[config.mk]
export PLATFORM = sky130hd
export DESIGN_NAME = arcade_input_mapper
export DESIGN_NICKNAME = d
export VERILOG_FILES = /design/src/rtl/arcade_input_mapper.sv
export SDC_FILE = /design/constraint.sdc
export NUM_CORES = 1
export LEC_CHECK = 0
export CAP_MARGIN = 10
export CORE_MARGIN = 5
export CORE_UTILIZATION = 40
export DETAILED_ROUTE_END_ITERATION = 12
export GPL_TIMING_DRIVEN = 0
export PLACE_DENSITY = 0.75
export SLEW_MARGIN = 20
export SYNTH_ARGS = -nofsm -noshare
export SYNTH_HDL_FRONTEND = slang
export SYNTH_SLANG_ARGS = --single-unit
[constraint.sdc]
create_clock -name clk_sys -period 3.6 [get_ports clk_sys]
set_input_delay 1.08 -clock clk_sys [delete_from_list [all_inputs] [get_ports clk_sys]]
set_output_delay 1.08 -clock clk_sys [all_outputs]
set_load 0.02 [all_outputs]
[src/rtl/arcade_input_mapper.sv]
// Player-input front end: merges PS/2 keys and HPS joysticks, applies rotation, registers outputs.
// Optional feature macro AUTOFIRE_EN adds an autofire enable mask and a shared phase counter.
module arcade_input_mapper #(
    parameter int NUM_PLAYERS  = 2,
    parameter int NUM_BUTTONS  = 2,
    parameter int COIN_PULSE   = 16,
    parameter int AUTOFIRE_DIV = 200000
) (
    input  logic                               clk_sys,
    input  logic                               RESET,
    input  logic [10:0]                        ps2_key,
    input  logic [16*NUM_PLAYERS-1:0]          joy_in,
    input  logic                               joy_merge,
    input  logic [1:0]                         rotate,
`ifdef AUTOFIRE_EN
    input  logic [NUM_BUTTONS*NUM_PLAYERS-1:0] autofire,
`endif
    output logic [4*NUM_PLAYERS-1:0]           p_dir,
    output logic [NUM_BUTTONS*NUM_PLAYERS-1:0] p_btn,
    output logic [NUM_PLAYERS-1:0]             p_start,
    output logic [NUM_PLAYERS-1:0]             p_coin
);
    localparam int W         = 6 + NUM_BUTTONS;
    localparam int START_BIT = 4 + NUM_BUTTONS;
    localparam int COIN_BIT  = 5 + NUM_BUTTONS;
    localparam int NB_ALL    = NUM_BUTTONS * NUM_PLAYERS;

    logic                          old_tog_q;
    logic [NUM_PLAYERS-1:0][W-1:0] key_q, key_d;
    logic [NUM_PLAYERS-1:0][W-1:0] raw;
    logic [W-1:0]                  joy_or;
    logic [NUM_PLAYERS-1:0]        coin_prev_q, coin_prev_d;
    logic [NUM_PLAYERS-1:0][15:0]  coin_cnt_q, coin_cnt_d;
    logic [4*NUM_PLAYERS-1:0]      p_dir_q, p_dir_d;
    logic [NB_ALL-1:0]             p_btn_q, p_btn_d, btn_req;
    logic [NUM_PLAYERS-1:0]        p_start_q, p_start_d;
    logic [NUM_PLAYERS-1:0]        p_coin_q, p_coin_d;
    logic                          key_event;
    logic                          key_hit;
    int                            key_player;
    int                            key_bit;
    logic                          unused_joy;

    // Only the low W bits of each joystick word carry controls.
    assign unused_joy = ^joy_in;
    assign key_event  = (ps2_key[10] != old_tog_q);

    // Scancode to (player, joystick-layout bit); direction keys accept the extended prefix.
    always_comb begin
        key_hit    = 1'b0;
        key_player = 0;
        key_bit    = 0;
        case (ps2_key[7:0])
            8'h75: begin key_hit = 1'b1; key_bit = 3; end
            8'h72: begin key_hit = 1'b1; key_bit = 2; end
            8'h6B: begin key_hit = 1'b1; key_bit = 1; end
            8'h74: begin key_hit = 1'b1; key_bit = 0; end
            8'h14: begin key_hit = !ps2_key[8]; key_bit = 4; end
            8'h29: begin key_hit = !ps2_key[8] && (NUM_BUTTONS > 1); key_bit = 5; end
            8'h11: begin key_hit = !ps2_key[8] && (NUM_BUTTONS > 2); key_bit = 6; end
            8'h05, 8'h16: begin key_hit = !ps2_key[8]; key_bit = START_BIT; end
            8'h2E: begin key_hit = !ps2_key[8]; key_bit = COIN_BIT; end
            8'h2D: begin key_hit = (NUM_PLAYERS > 1); key_player = 1; key_bit = 3; end
            8'h2B: begin key_hit = (NUM_PLAYERS > 1); key_player = 1; key_bit = 2; end
            8'h23: begin key_hit = (NUM_PLAYERS > 1); key_player = 1; key_bit = 1; end
            8'h34: begin key_hit = (NUM_PLAYERS > 1); key_player = 1; key_bit = 0; end
            8'h1C: begin
                key_hit = !ps2_key[8] && (NUM_PLAYERS > 1);
                key_player = 1; key_bit = 4;
            end
            8'h1B: begin
                key_hit = !ps2_key[8] && (NUM_PLAYERS > 1) && (NUM_BUTTONS > 1);
                key_player = 1; key_bit = 5;
            end
            8'h15: begin
                key_hit = !ps2_key[8] && (NUM_PLAYERS > 1) && (NUM_BUTTONS > 2);
                key_player = 1; key_bit = 6;
            end
            8'h06, 8'h1E: begin
                key_hit = !ps2_key[8] && (NUM_PLAYERS > 1);
                key_player = 1; key_bit = START_BIT;
            end
            8'h36: begin
                key_hit = !ps2_key[8] && (NUM_PLAYERS > 1);
                key_player = 1; key_bit = COIN_BIT;
            end
            default: ;
        endcase
    end

    always_comb begin
        key_d = key_q;
        for (int p = 0; p < NUM_PLAYERS; p++) begin
            for (int b = 0; b < W; b++) begin
                if (key_event && key_hit && key_player == p && key_bit == b)
                    key_d[p][b] = ps2_key[9];
            end
        end
    end

    always_comb begin
        joy_or = '0;
        for (int p = 0; p < NUM_PLAYERS; p++)
            joy_or = joy_or | joy_in[16*p +: W];
        for (int p = 0; p < NUM_PLAYERS; p++)
            raw[p] = key_q[p] | (joy_merge ? joy_or : joy_in[16*p +: W]);
    end

    // Raw layout is {U,D,L,R} at bits [3:0]; outputs are {right,left,down,up}.
    always_comb begin
        p_dir_d     = '0;
        btn_req     = '0;
        p_start_d   = '0;
        coin_prev_d = '0;
        coin_cnt_d  = '0;
        p_coin_d    = '0;
        for (int p = 0; p < NUM_PLAYERS; p++) begin
            case (rotate)
                2'd0: p_dir_d[4*p +: 4] = {raw[p][0], raw[p][1], raw[p][2], raw[p][3]};
                2'd1: p_dir_d[4*p +: 4] = {raw[p][3], raw[p][2], raw[p][0], raw[p][1]};
                2'd2: p_dir_d[4*p +: 4] = {raw[p][2], raw[p][3], raw[p][1], raw[p][0]};
                default: p_dir_d[4*p +: 4] = {raw[p][1], raw[p][0], raw[p][3], raw[p][2]};
            endcase
            btn_req[NUM_BUTTONS*p +: NUM_BUTTONS] = raw[p][4 +: NUM_BUTTONS];
            p_start_d[p]   = raw[p][START_BIT];
            coin_prev_d[p] = raw[p][COIN_BIT];
            // A running pulse swallows new request edges instead of extending.
            if (coin_cnt_q[p] != 16'd0)
                coin_cnt_d[p] = coin_cnt_q[p] - 16'd1;
            else if (raw[p][COIN_BIT] && !coin_prev_q[p])
                coin_cnt_d[p] = 16'(COIN_PULSE);
            else
                coin_cnt_d[p] = 16'd0;
            p_coin_d[p] = (coin_cnt_d[p] != 16'd0);
        end
    end

`ifdef AUTOFIRE_EN
    localparam int AF_W = (AUTOFIRE_DIV > 1) ? $clog2(AUTOFIRE_DIV) : 1;

    logic [AF_W-1:0] af_cnt_q, af_cnt_d;
    logic            af_phase_q, af_phase_d;

    always_comb begin
        af_cnt_d   = af_cnt_q + 1'b1;
        af_phase_d = af_phase_q;
        if (af_cnt_q == AF_W'(AUTOFIRE_DIV - 1)) begin
            af_cnt_d   = '0;
            af_phase_d = ~af_phase_q;
        end
        p_btn_d = btn_req & (~autofire | {NB_ALL{af_phase_q}});
    end

    always_ff @(posedge clk_sys) begin
        if (RESET) begin
            af_cnt_q   <= '0;
            af_phase_q <= 1'b0;
        end else begin
            af_cnt_q   <= af_cnt_d;
            af_phase_q <= af_phase_d;
        end
    end
`else
    assign p_btn_d = btn_req;
`endif

    // The toggle history tracks ps2_key even in reset so held-over events are discarded.
    always_ff @(posedge clk_sys) begin
        old_tog_q <= ps2_key[10];
        if (RESET) begin
            key_q       <= '0;
            coin_prev_q <= '0;
            coin_cnt_q  <= '0;
            p_dir_q     <= '0;
            p_btn_q     <= '0;
            p_start_q   <= '0;
            p_coin_q    <= '0;
        end else begin
            key_q       <= key_d;
            coin_prev_q <= coin_prev_d;
            coin_cnt_q  <= coin_cnt_d;
            p_dir_q     <= p_dir_d;
            p_btn_q     <= p_btn_d;
            p_start_q   <= p_start_d;
            p_coin_q    <= p_coin_d;
        end
    end

    assign p_dir   = p_dir_q;
    assign p_btn   = p_btn_q;
    assign p_start = p_start_q;
    assign p_coin  = p_coin_q;

endmodule
# == Word level (Yosys, flattened, before mapping) ==
# Cells that the tools add are included.
# op_classes
addsub,2
n_eq_ne,31
n_mux,11
bitwise_logic,3
reduce_logical,41
# ops
op,count
32-bit by 4-bit == test with 1-bit output (second input constant),4
32-bit by 2-bit == test with 1-bit output (second input constant),2
32-bit by 3-bit == test with 1-bit output (second input constant),2
32-bit logical NOT,2
16-bit nonzero test,4
8-bit by 5-bit == test with 1-bit output (second input constant),7
8-bit by 6-bit == test with 1-bit output (second input constant),7
8-bit by 7-bit == test with 1-bit output (second input constant),4
16-bit two-way mux,2
16-bit by 1-bit subtractor with 16-bit output (second input constant),2
8-bit OR,3
4-bit one-hot mux with 3 select lines,2
1-bit logical AND,21
3-bit one-hot mux with 7 select lines,1
10-bit OR reduction,2
8-bit by 3-bit == test with 1-bit output (second input constant),2
8-bit two-way mux,2
2-bit OR reduction,6
5-bit two-way mux,2
8-bit OR reduction,1
6-bit OR reduction,1
1-bit logical NOT,3
2-bit by 1-bit == test with 1-bit output (second input constant),1
2-bit == test (second input constant),1
4 further kinds,4
# word_totals
regBits,67
output_inout_bits,16
wordCells,112

# == Depth between registers and ports, before layout ==
# depth
ltp_word,7
depth_mapped,9
mapped_depth_nobuf,8

# == Least setup slack after synthesis ==
# Ideal clock, no wire load.
# synth_path
path_type,input-to-reg
from,in ps2_key[6]
to,reg key_q[2] (netlist bit)
setup_time_ns,0.132
arrival_time_ns,2.794
t_required_ns,3.468
slack_ns,0.674
cell_stages,8
path_buffers,2
cell_sequence,buf_2 -> or3b_4 -> a2111oi_4 -> a2111oi_1 -> o221ai_2 -> buf_6 -> nand3_1 -> mux2i_1
# synth_via
elab_chain_cells,6
elab_cells_between_ends,38
# synth_lines
element,line_no,rtl
start: declaration,11,"input logic [10:0] ps2_key,"
"parallel branches: the longest is 5 deep, another holds 32-bit by 3-bit == test with 1-bit output",-,
1-bit logical AND (*),95,if (key_event && key_hit && key_player == p && key_bit == b)
end signal: assignment,179,key_q <= key_d;
end: declaration,29,"logic [NUM_PLAYERS-1:0][W-1:0] key_q, key_d;"
# Mark *: on every way between the ends.
# A chain may end at the register's enable or synchronous reset.

# == Worst setup path in the final report ==
# layout_path
from,in ps2_key[1]
to,reg key_q[7] (netlist bit)
# layout_via
elab_chain_cells,6
elab_cells_between_ends,38
# layout_lines
element,line_no
"parallel branches: the longest is 5 deep, another holds 32-bit by 4-bit == test with 1-bit output",-
1-bit logical AND (*),95
# Marked as above.

==> results.md <==
- Sequential share of the synthesized area: 37.3%
- Fillers: 861
- Worst Clk Skew: 0.00602 ns
- Initial antenna violation count: 0
- Synth Net Count: 461
- Worst Hold Endpoint: coin_cnt_q[0]$_SDFF_PP0_
- Antenna-violating nets left: 0
- Rows: 34
- Period minus WS final: ~3.4 ns
- First DRT Iteration DRCs: around 160
- Final core occ: around 50%
- Worst Setup Start Kind: input pin
- All-Layer GR Usage: ~16%
- DRC viols: 0
- Fraction of layout cells with a size suffix above 1: between 8 and 9%
- Min-delay src: coin_cnt_q[0]$_SDFF_PP0_
- Antenna fix cells: 0
- Die X-Extent: roughly 100 um
- Crit-path max cell delay: between 0.4 and 0.5 ns
- Req. time, crit path: 3.81 ns
- Mapped Area: 0.00360 mm^2
- Status: finished clean
- Clk sinks: 67
- Post-synth EDFFs: 0
- Hold path depth: 1
- Worst EP arrival: around 3.6 ns
- Worst slew margin: 48.6%
- Delay-heaviest family, CP: buffers and inverters
- Largest net degree at the start of global routing: 12
- Pins over their slew limit: 0
- Critical R2R Capture: p_coin[0]$_SDFF_PP0_
- CTS H-Tree Depth: 3
- Final period util: around 94%
- Buf/Inv on CP: 3
- Core area: ~0.0088 mm^2
- Max Root-Sink Buffers: 2
- CP Capture Type: register
- Final setup TNS: 0 ns
- Nets: between 500 and 600
- Leakage power: 1.65 nW
- Synth cell types: 54
- Synth Instances: a little over 400
- Register-to-register setup slack: between 1 and 1.5 ns
- Unrepaired setup endpoints after global routing: false
- Crit-path max FO: 10
- Commonest register cell after synthesis: dfxtp_1
- Final wirelength: around 8500 um
- Initial Util: a little over 40%
- Via count of the routed design: approximately 3200
- Flops & latches, synth: 67
- Pwr/cell area: around 630 mW/mm^2
- Max-cap viol count: 0
- DR WL/cell: 14.8 um
- Vias in the first global route: 3052
- Dpl cells: roughly 560
- DRT Pass-1 Iters: 4
- Hold WC Path Type: reg -> reg
- Max IR drop VDD: about 0.00025 V
- Most frequent cells in the layout: nor2_1, dfxtp_1, clkdlybuf4s50_1
- Slew @ Worst Pin: ~0.77 ns
- Crit Reg-Reg Startpoint: coin_cnt_q[3]$_SDFF_PP0_
- GRT overflow: 0
- CP Cell Sequence: clkdlybuf4s50_1 -> clkbuf_1 -> nand3b_1 -> nor4_2 -> a2111oi_1 -> o221ai_2 -> buf_6 -> nand3_1 -> mux2i_1
- PortBufs: 40
- Die area: 0.0110 mm^2
- FF-to-FF path depth: 7
- Clk root buf: clkbuf_8
- Final setup viols: 0
- # IOs: 64
- Post-CTS Setup Bufs: 0
- Die H: around 100 um
- Average size of a mapped cell: approximately 8.8 um^2
- TritonCTS Buffers: 9
- Crit-path slowest cell: clkdlybuf4s50_1
- Clock Pin Slew Worst Setup and Hold Paths: around 0.070 ns
- CTS tree: yes
- Setup CP Type: in -> reg
- GPL Wtd Cong: just over 0.9
- Final Hold Violating Endpoints: 0
- Clk_lat worst skew: ~0.34 ns
- Max Clk Rate: ~0.30 GHz
- First-pass GRT wire length: 14300 um
- Synth warn: 0
- FFs w/ async S/R, synth: 0%
- Area delta synth->final: 19.7%
- Finished Layout Cells: approximately 580
- Vias per cell: 5.51
- Placed wire-length estimate: ~6500 um
## per-layer routing
| layer | wire length [um] | track usage, % |
|---|---|---|
| met2 | 4170 | 26.1 |
| met3 | 369 | 4.25 |
| met5 | 0 | 0 |
| met4 | 146 | 5.02 |
| met1 | 3820 | 19.4 |
## cells by family (layout without fill, tap and decap cells)
logic type	after synthesis	in the layout	share of synthesized area, %
mux	28	28	10.6
xor+xnor	24	24	5.84
fa+ha+maj	2	2	0.696
buf+inv	34	90	4.00
simple gates	203	203	30.3
flops	67	67	37.3
compound gates	53	53	11.3
## worst max path at each step
stage	start	end	cells past startpoint
6_report	ps2_key[1]	key_q[7]$_SDFFE_PP0P_	9
5_1_grt	ps2_key[1]	key_q[7]$_SDFFE_PP0P_	9
4_1_cts	ps2_key[1]	key_q[2]$_SDFFE_PP0P_	9
3_5_place_dp	ps2_key[1]	key_q[2]$_SDFFE_PP0P_	9
3_3_place_gp	ps2_key[1]	key_q[9]$_SDFFE_PP0P_	9
2_1_floorplan	ps2_key[6]	key_q[2]$_SDFFE_PP0P_	8
## flip-flops by register name, summed over array words and instances (netlist names)
register,flops
coin_prev_q,2
coin_cnt_q,32
p_coin,2
old_tog_q,1
key_q,16
p_start,2
p_btn,4
p_dir,8
## power by group
part / internal [mW] / switching [mW]
sequential: 0.884 / 0.137
combinational: 0.514 / 0.639
clock: 0.246 / 0.283
total: 1.64 / 1.06
## what timing repair did
action / CTS / global route
resized for setup: 0 / 2
endpoints found under the setup margin: 0 / 10
hold buffers: 0 / 0
## metrics by stage
stage	cell area (um^2)	power [mW]	hold WS, ns	setup WS [ns]
after floorplan	3600	1.90	0.434	0.674
after global placement	4130	2.14	0.451	-0.154
after detailed placement	4130	2.18	0.463	-0.202
after CTS	4290	2.72	0.478	0.157
after global routing	4310	2.92	0.498	0.0692
final	4310	2.70	0.472	0.227
## worst register-to-register path, cell delays in order (launching register included)
cell and delay [ns]:
dfxtp_1 0.30, clkbuf_1 0.17, or4_1 0.52, nor3_1 0.42, nand4_1 0.28, o41ai_1 0.15
and4_1 0.25, a31oi_1 0.11
## cell usage after synthesis, drive strengths merged, types with 5 or more instances
| cell | count | area share (%) |
|---|---|---|
| a211oi | 18 | 3.8 |
| a21oi | 7 | 0.97 |
| buf | 10 | 1.5 |
| clkbuf | 15 | 1.6 |
| dfxtp | 67 | 37 |
| inv | 9 | 0.94 |
| mux2i | 19 | 5.3 |
| mux4 | 8 | 5.0 |
| nand2 | 13 | 1.4 |
| nand2b | 25 | 4.3 |
| nand3 | 20 | 2.8 |
| nand3b | 6 | 1.3 |
| nand4 | 5 | 0.87 |
| nor2 | 67 | 7.0 |
| nor2b | 11 | 1.9 |
| nor3 | 17 | 2.4 |
| nor4 | 9 | 1.7 |
| o21ai | 7 | 0.97 |
| or2 | 6 | 1.0 |
| or3 | 6 | 1.0 |
| xnor2 | 12 | 2.9 |
| xor2 | 12 | 2.9 |
## layout make-up
| cell class | count | area, um^2 | area share, % |
|---|---|---|---|
| Clock inverter | 5 | 30.0 | 0.697 |
| Buffer | 25 | 110 | 2.56 |
| Inverter | 9 | 33.8 | 0.785 |
| Clock buffer | 11 | 131 | 3.05 |
| Multi-Input combinational cell | 310 | 2120 | 49.3 |
| Tap cell | 108 | 135 | 3.14 |
| Sequential cell | 67 | 1340 | 31.2 |
| Timing Repair Buffer | 40 | 400 | 9.30 |
Note: power is estimated with default switching activity, not from simulation.
